--- src/rtl/fft_io_pkg.sv ---
`default_nettype none
// +----------------------------------------------------------------------+
// | fft_io_pkg                                                           |
// | Shared state encoding, constants and bit-reversal helper.            |
// | Rev 1.0                                                              |
// +----------------------------------------------------------------------+
package fft_io_pkg;

    typedef enum logic [2:0] {
        LOAD   = 3'd0,
        START  = 3'd1,
        ARM    = 3'd2,
        RUN    = 3'd3,
        UNLOAD = 3'd4
    } state_t;

    localparam int N_LOG2_DEF = 5;
    localparam int N_SAMPLES  = 1 << N_LOG2_DEF;
    localparam int START_HOLD = 2;

    // Mirrors the low w bits of v; bits at and above w come back zero.
    function automatic logic [15:0] bitrev(input logic [15:0] v, input int w);
        logic [15:0] r;
        r = '0;
        for (int i = 0; i < 16; i++) begin
            if (i < w) begin
                r[i] = v[w-1-i];
            end
        end
        return r;
    endfunction

endpackage
`default_nettype wire

--- src/rtl/fft_out_fifo2.sv ---
`default_nettype none
// +----------------------------------------------------------------------+
// | fft_out_fifo2                                                        |
// | Two-entry synchronous FIFO holding result words plus their last flag.|
// | Rev 1.0                                                              |
// +----------------------------------------------------------------------+
module fft_out_fifo2 #(
    parameter int WIDTH = 33
) (
    input  logic             clk,
    input  logic             rst_n,
    input  logic             push,
    input  logic [WIDTH-1:0] din,
    input  logic             pop,
    output logic [WIDTH-1:0] dout,
    output logic             full,
    output logic             empty
);

    logic [WIDTH-1:0] r_mem [2];
    logic             r_wr_ptr;
    logic             r_rd_ptr;
    logic [1:0]       r_count;
    logic             w_push_ok;
    logic             w_pop_ok;

    assign full      = (r_count == 2'd2);
    assign empty     = (r_count == 2'd0);
    assign w_push_ok = push && !full;
    assign w_pop_ok  = pop && !empty;
    assign dout      = r_mem[r_rd_ptr];

    // Storage carries no reset; the pointers alone define what is valid.
    always_ff @(posedge clk) begin
        if (w_push_ok) begin
            r_mem[r_wr_ptr] <= din;
        end
    end

    always_ff @(posedge clk or negedge rst_n) begin
        if (!rst_n) begin
            r_wr_ptr <= 1'b0;
            r_rd_ptr <= 1'b0;
            r_count  <= 2'd0;
        end else begin
            if (w_push_ok) begin
                r_wr_ptr <= ~r_wr_ptr;
            end
            if (w_pop_ok) begin
                r_rd_ptr <= ~r_rd_ptr;
            end
            case ({w_push_ok, w_pop_ok})
                2'b10:   r_count <= r_count + 2'd1;
                2'b01:   r_count <= r_count - 2'd1;
                default: r_count <= r_count;
            endcase
        end
    end

endmodule
`default_nettype wire

--- src/rtl/fft_io_sequencer.sv ---
`default_nettype none
// +----------------------------------------------------------------------+
// | fft_io_sequencer                                                     |
// | Loads samples bit-reversed, kicks the FFT core, streams results out. |
// | Rev 1.0                                                              |
// +----------------------------------------------------------------------+
module fft_io_sequencer
    import fft_io_pkg::*;
#(
    parameter int N_LOG2 = 5,
    parameter int DATA_W = 32
) (
    input  logic              clk,
    input  logic              rst_n,
    input  logic              in_valid,
    input  logic [DATA_W-1:0] in_data,
    output logic              in_ready,
    output logic              out_valid,
    output logic [DATA_W-1:0] out_data,
    output logic              out_last,
    input  logic              out_ready,
    output logic              start_fft,
    input  logic              fft_done,
    input  logic              result_bank,
    output logic              mem_en,
    output logic              mem_we,
    output logic              mem_bank,
    output logic [N_LOG2-1:0] mem_addr,
    output logic [DATA_W-1:0] mem_wdata,
    input  logic [DATA_W-1:0] mem_rdata,
    output logic              busy
);

    localparam logic [N_LOG2-1:0] LAST_ADDR = '1;
    localparam logic [1:0]        HOLD_LAST = 2'(START_HOLD - 1);

    state_t            r_state;
    state_t            w_state_nxt;
    logic [N_LOG2-1:0] r_load_cnt;
    logic [N_LOG2-1:0] r_rd_cnt;
    logic [1:0]        r_hold_cnt;
    logic              r_res_bank;
    logic              r_rd_pend;
    logic              r_rd_pend_last;
    logic              r_rd_all;

    logic              w_accept;
    logic              w_issue;
    logic              w_pop;
    logic              w_last_pop;
    logic              w_fifo_full;
    logic              w_fifo_empty;
    logic [DATA_W:0]   w_fifo_dout;
    logic [1:0]        w_fifo_cnt;
    logic [2:0]        w_occ;
    logic [N_LOG2-1:0] w_load_addr;

    assign in_ready    = (r_state == LOAD);
    assign w_accept    = in_valid && in_ready;
    assign w_load_addr = N_LOG2'(bitrev(16'(r_load_cnt), N_LOG2));

    // Occupancy seen by the next read: stored words plus the read in
    // flight, less the word leaving this cycle.
    assign w_fifo_cnt = w_fifo_full ? 2'd2 : (w_fifo_empty ? 2'd0 : 2'd1);
    assign w_occ      = {1'b0, w_fifo_cnt} + {2'b00, r_rd_pend} - {2'b00, w_pop};
    assign w_issue    = (r_state == UNLOAD) && !r_rd_all && (w_occ < 3'd2);

    assign out_valid  = !w_fifo_empty;
    assign out_data   = w_fifo_empty ? '0 : w_fifo_dout[DATA_W-1:0];
    assign out_last   = !w_fifo_empty && w_fifo_dout[DATA_W];
    assign w_pop      = out_valid && out_ready;
    assign w_last_pop = w_pop && w_fifo_dout[DATA_W];
    assign start_fft  = (r_state == START);
    assign busy       = (r_state != LOAD);

    fft_out_fifo2 #(
        .WIDTH (DATA_W + 1)
    ) u_fifo (
        .clk   (clk),
        .rst_n (rst_n),
        .push  (r_rd_pend),
        .din   ({r_rd_pend_last, mem_rdata}),
        .pop   (w_pop),
        .dout  (w_fifo_dout),
        .full  (w_fifo_full),
        .empty (w_fifo_empty)
    );

    always_ff @(posedge clk or negedge rst_n) begin
        if (!rst_n) begin
            r_state <= LOAD;
        end else begin
            r_state <= w_state_nxt;
        end
    end

    always_comb begin
        w_state_nxt = r_state;
        case (r_state)
            LOAD:    if (w_accept && (r_load_cnt == LAST_ADDR)) w_state_nxt = START;
            START:   if (r_hold_cnt == HOLD_LAST) w_state_nxt = ARM;
            ARM:     if (!fft_done) w_state_nxt = RUN;
            RUN:     if (fft_done) w_state_nxt = UNLOAD;
            UNLOAD:  if (w_last_pop) w_state_nxt = LOAD;
            default: w_state_nxt = LOAD;
        endcase
    end

    always_ff @(posedge clk or negedge rst_n) begin
        if (!rst_n) begin
            r_load_cnt     <= '0;
            r_rd_cnt       <= '0;
            r_hold_cnt     <= 2'd0;
            r_res_bank     <= 1'b0;
            r_rd_pend      <= 1'b0;
            r_rd_pend_last <= 1'b0;
            r_rd_all       <= 1'b0;
        end else begin
            if (w_accept) begin
                r_load_cnt <= r_load_cnt + 1'b1;
            end
            if (r_state == START) begin
                r_hold_cnt <= (r_hold_cnt == HOLD_LAST) ? 2'd0 : r_hold_cnt + 2'd1;
            end
            if ((r_state == RUN) && fft_done) begin
                r_res_bank <= result_bank;
            end
            r_rd_pend      <= w_issue;
            r_rd_pend_last <= w_issue && (r_rd_cnt == LAST_ADDR);
            if (w_issue) begin
                r_rd_cnt <= r_rd_cnt + 1'b1;
                if (r_rd_cnt == LAST_ADDR) begin
                    r_rd_all <= 1'b1;
                end
            end
            if (w_last_pop) begin
                r_rd_all <= 1'b0;
            end
        end
    end

    always_comb begin
        mem_en    = 1'b0;
        mem_we    = 1'b0;
        mem_bank  = 1'b0;
        mem_addr  = '0;
        mem_wdata = '0;
        if (w_accept) begin
            mem_en    = 1'b1;
            mem_we    = 1'b1;
            mem_addr  = w_load_addr;
            mem_wdata = in_data;
        end else if (w_issue) begin
            mem_en    = 1'b1;
            mem_bank  = r_res_bank;
            mem_addr  = r_rd_cnt;
        end
    end

endmodule
`default_nettype wire

--- config.mk ---
export PLATFORM = sky130hd
export DESIGN_NAME = fft_io_sequencer
export DESIGN_NICKNAME = d
export VERILOG_FILES = /design/src/rtl/fft_io_pkg.sv /design/src/rtl/fft_out_fifo2.sv /design/src/rtl/fft_io_sequencer.sv
export SDC_FILE = /design/constraint.sdc
export NUM_CORES = 1
export LEC_CHECK = 0
export BUFFER_PORTS_ARGS = -buffer_cell sky130_fd_sc_hd__buf_2
export CAP_MARGIN = 20
export CELL_PAD_IN_SITES_DETAIL_PLACEMENT = 1
export CELL_PAD_IN_SITES_GLOBAL_PLACEMENT = 1
export CORE_UTILIZATION = 43
export DETAILED_ROUTE_END_ITERATION = 8
export PLACE_DENSITY_LB_ADDON = 0.1
export SLEW_MARGIN = 20
export SYNTH_ARGS = -nofsm -noshare
export SYNTH_HDL_FRONTEND = slang
export SYNTH_HIERARCHICAL = 1
export SYNTH_SLANG_ARGS = --single-unit
--- constraint.sdc ---
create_clock -name clk -period 4.5 [get_ports clk]
set_input_delay 0.225 -clock clk [delete_from_list [all_inputs] [get_ports clk]]
set_output_delay 0.225 -clock clk [all_outputs]
set_load 0.005 [all_outputs]
==> impl_results.md <==
- Total Neg Setup Slack: 0 ps
- Rel. slew slack: 29.5%
- Peak VDD IR: 231 uV
- Yosys top cell area share: 47.5%
- Post-synth ARST share: 25.8%
- # H-tree levels: 3
- Clock latency on the worst-skew pair: 350 ps
- Post-synthesis sequential area ratio: 61.2%
- CP Class: flop to output port
- Critical Path Start: u_fifo/r_count[0]
- Post-synth top area cell: edfxtp_1
- Final setup violation count: 0
- Syn Inst Count: 275
- Setup bufs post-CTS: 0
- Clock root buffer: clkbuf_8
- NumNets Final: 496
- Die X: 101 microns
- CTS Buffer Depth: 2
- Routed len/inst: 15.3 microns
- Vias in the first global route: 2723
- Die Ht: 101 microns
- Pwr dens: 515 nW/um^2
- Core area: 9330 sq um
- Core Rows: 35
- Clk slew on worst S/H paths: 100 ps
- Crit path max-delay family: simple AND/OR/NAND/NOR gates
- Die area: 10100 sq um
- CP max stage delay: 620 ps
- Initial Utilization: 44.8%
- Total Wirelength: 8460 microns
- Grt total ovfl: 0
- Layout cell share with drive strength beyond 1: 49.6%
- Cell variety after synth: 42
- Synth area leaders: edfxtp_1 47%, dfrtp_1 14%, mux2_4 10%, and2_1 5.4%, nor2b_1 5.1%
- Synth Register Bits: 89
- Unrepaired setup endpoints after global routing: no
- P&R area growth vs syn: 24.1%
- DR pass1 iterations: 4
- Final Hold Fails: 0
- Slowest CP cell: nor3_2
- Mapped cell area: 4180 sq um
- Most used DFF post-synth: edfxtp_1
- Worst EP arrival: 3090 ps
- Port Buf Inserts: 146
- CTS tree: done
- Buf+Inv Stages, Crit Path: 2
- Crit end category: output port
- Detail Route Antenna Nets: 0
- First-pass GRT wire length: 13200 microns
- Drt drc: 0
- Antenna violations before repair: 0
- CP max FO: 12
- Hold/Removal Path Class: primary input to flop
- MaxCap Viol Count: 0
- Vias: 2659
- Crit path cell chain: nand2b_1, inv_1, xnor2_1, nand3_1, fa_1, nand4bb_4, nor3_2, a22o_1, buf_2
- Sink Count: 89
- Routed vias/inst: 4.80
- Worst-Margin Slew: 1060 ps
- TritonCTS Buffers: 9
- Mapped Nets: 351
- Total power: 2.67 mW
- Fin. max-slew vios: 0
- Placer Congestion: 0.713
- Hold_sp: mem_rdata[1]
- Antenna diodes: 0
- Average cell area after synthesis: 15.2 sq um
- Max Clk Rate: 302 MHz
- Total GRT Usage: 17.1%
- P_leak: 2.36 nW
- Ys Warns: 6
- Clock Skew: 11.7 ps
- Detailed placer's ending HPWL: 5960 microns
- Final worst path period need: 3310 ps
- R2r setup slk: 1590 ps
- Crit path launch type: flop
- EDFF count, synth: 66
- Critical Path RT: 4280 ps
- Worst r2r src: u_fifo/r_count[0]
- # IOs: 147
- Crit share post-route: 73.7%
- Status: finished clean
- Largest net degree at the start of global routing: 45
- Drt initial violations: 66
## worst reg2reg max path, delay by kind of cell (launching register included)
family	cells	cell delay (ps)
XOR/XNOR	1	150
adder cells (fa/ha/maj)	1	540
buffers and inverters	1	160
flip-flops	1	450
multiplexers	1	410
AND/OR/NAND/NOR	4	1090
## layout make-up
| cell class | count | area (sq um) |
|---|---|---|
| fill | 985 | 4150 |
| sequential | 89 | 2560 |
| multi-input combinational | 167 | 1490 |
| timing repair buffer | 149 | 756 |
| tap | 129 | 161 |
| clock buffer | 10 | 128 |
| clock inverter | 6 | 72.6 |
| inverter | 4 | 15.0 |
## flip-flops by register name (all words and copies together) (netlist names), 2 cells and up
| name | cells |
|---|---|
| r_state | 3 |
| u_fifo/r_count | 2 |
| r_load_cnt | 5 |
| r_hold_cnt | 2 |
| u_fifo/r_mem | 66 |
| r_rd_cnt | 5 |
## per-stage QoR
stage	util (%)	hold slack, ps	worst slack, ps	cells	cell area, sq um
floorplan	-	-70.6	1950	275	4180
global placement	53.3	238	1700	537	4970
detailed placement	53.3	252	1570	537	4970
CTS	55.5	30.7	1140	554	5180
global route	55.5	33.7	945	554	5180
finish	55.5	55.3	1190	554	5180
## cell usage after synthesis (2+ instances only)
master,n
xor2_1,8
a21oi_1,2
nor3b_1,2
xnor2_1,6
dfrtp_1,23
clkbuf_1,3
inv_1,4
ha_1,5
clkbuf_2,2
buf_4,3
nand2_1,3
buf_2,3
mux2_2,9
nor2_1,4
mux2_4,29
buf_12,3
nand3_1,2
nor2b_1,34
edfxtp_1,66
a22o_1,5
and2_1,36
and3_1,3
## what timing repair did
| item | CTS | global route |
|---|---|---|
| endpoints found under the hold margin | 23 | 0 |
| resized for setup | 0 | 0 |
| hold buffers | 1 | 0 |
## path summary, 6_finish.rpt
check,endpoint,depth (start not counted)
setup / recovery,mem_addr[0],9
max in group asynchronous,u_fifo/r_rd_ptr,2
setup reg to reg,r_rd_cnt[4],8
hold / removal,u_fifo/r_mem[1][1],1
min in group asynchronous,r_load_cnt[3],2
hold reg to reg,u_fifo/r_mem[0][32],0
## where the power goes
group          leakage (nW)  internal, mW  switching (mW)
clock network        0.0979         0.264           0.284
registers             0.891         0.978           0.190
logic                  1.37         0.556           0.399
total                  2.36          1.80           0.872
## cell families after synthesis
family          synth area share (%)
simple gates                    15.2
flops                           61.2
mux                             12.9
buf+inv                         3.47
xor+xnor                        2.94
compound gates                  2.37
fa+ha+maj                       1.98
## cells in the final DEF, fill, tap and decap left out, drive strengths merged, types with 2 or more instances in the layout
master,n
edfxtp,66
and2,36
clkbuf,10
nor3,2
xnor2,6
xor2,8
ha,5
dfrtp,23
nand3,2
nand2,3
nor2b,35
buf,148
mux2,38
nor4b,2
and3,3
nor3b,2
inv,7
a21oi,2
a22o,5
nor2,4
## routing by layer
metal	GRT usage [%]	vias up	routed length, microns
met1	20.3	1314	3440
li1	-	1264	-
met5	0	-	0
met4	3.68	0	59
met3	4.02	5	372
met2	31.3	76	4590
Note: power is estimated with default switching activity, not from simulation.
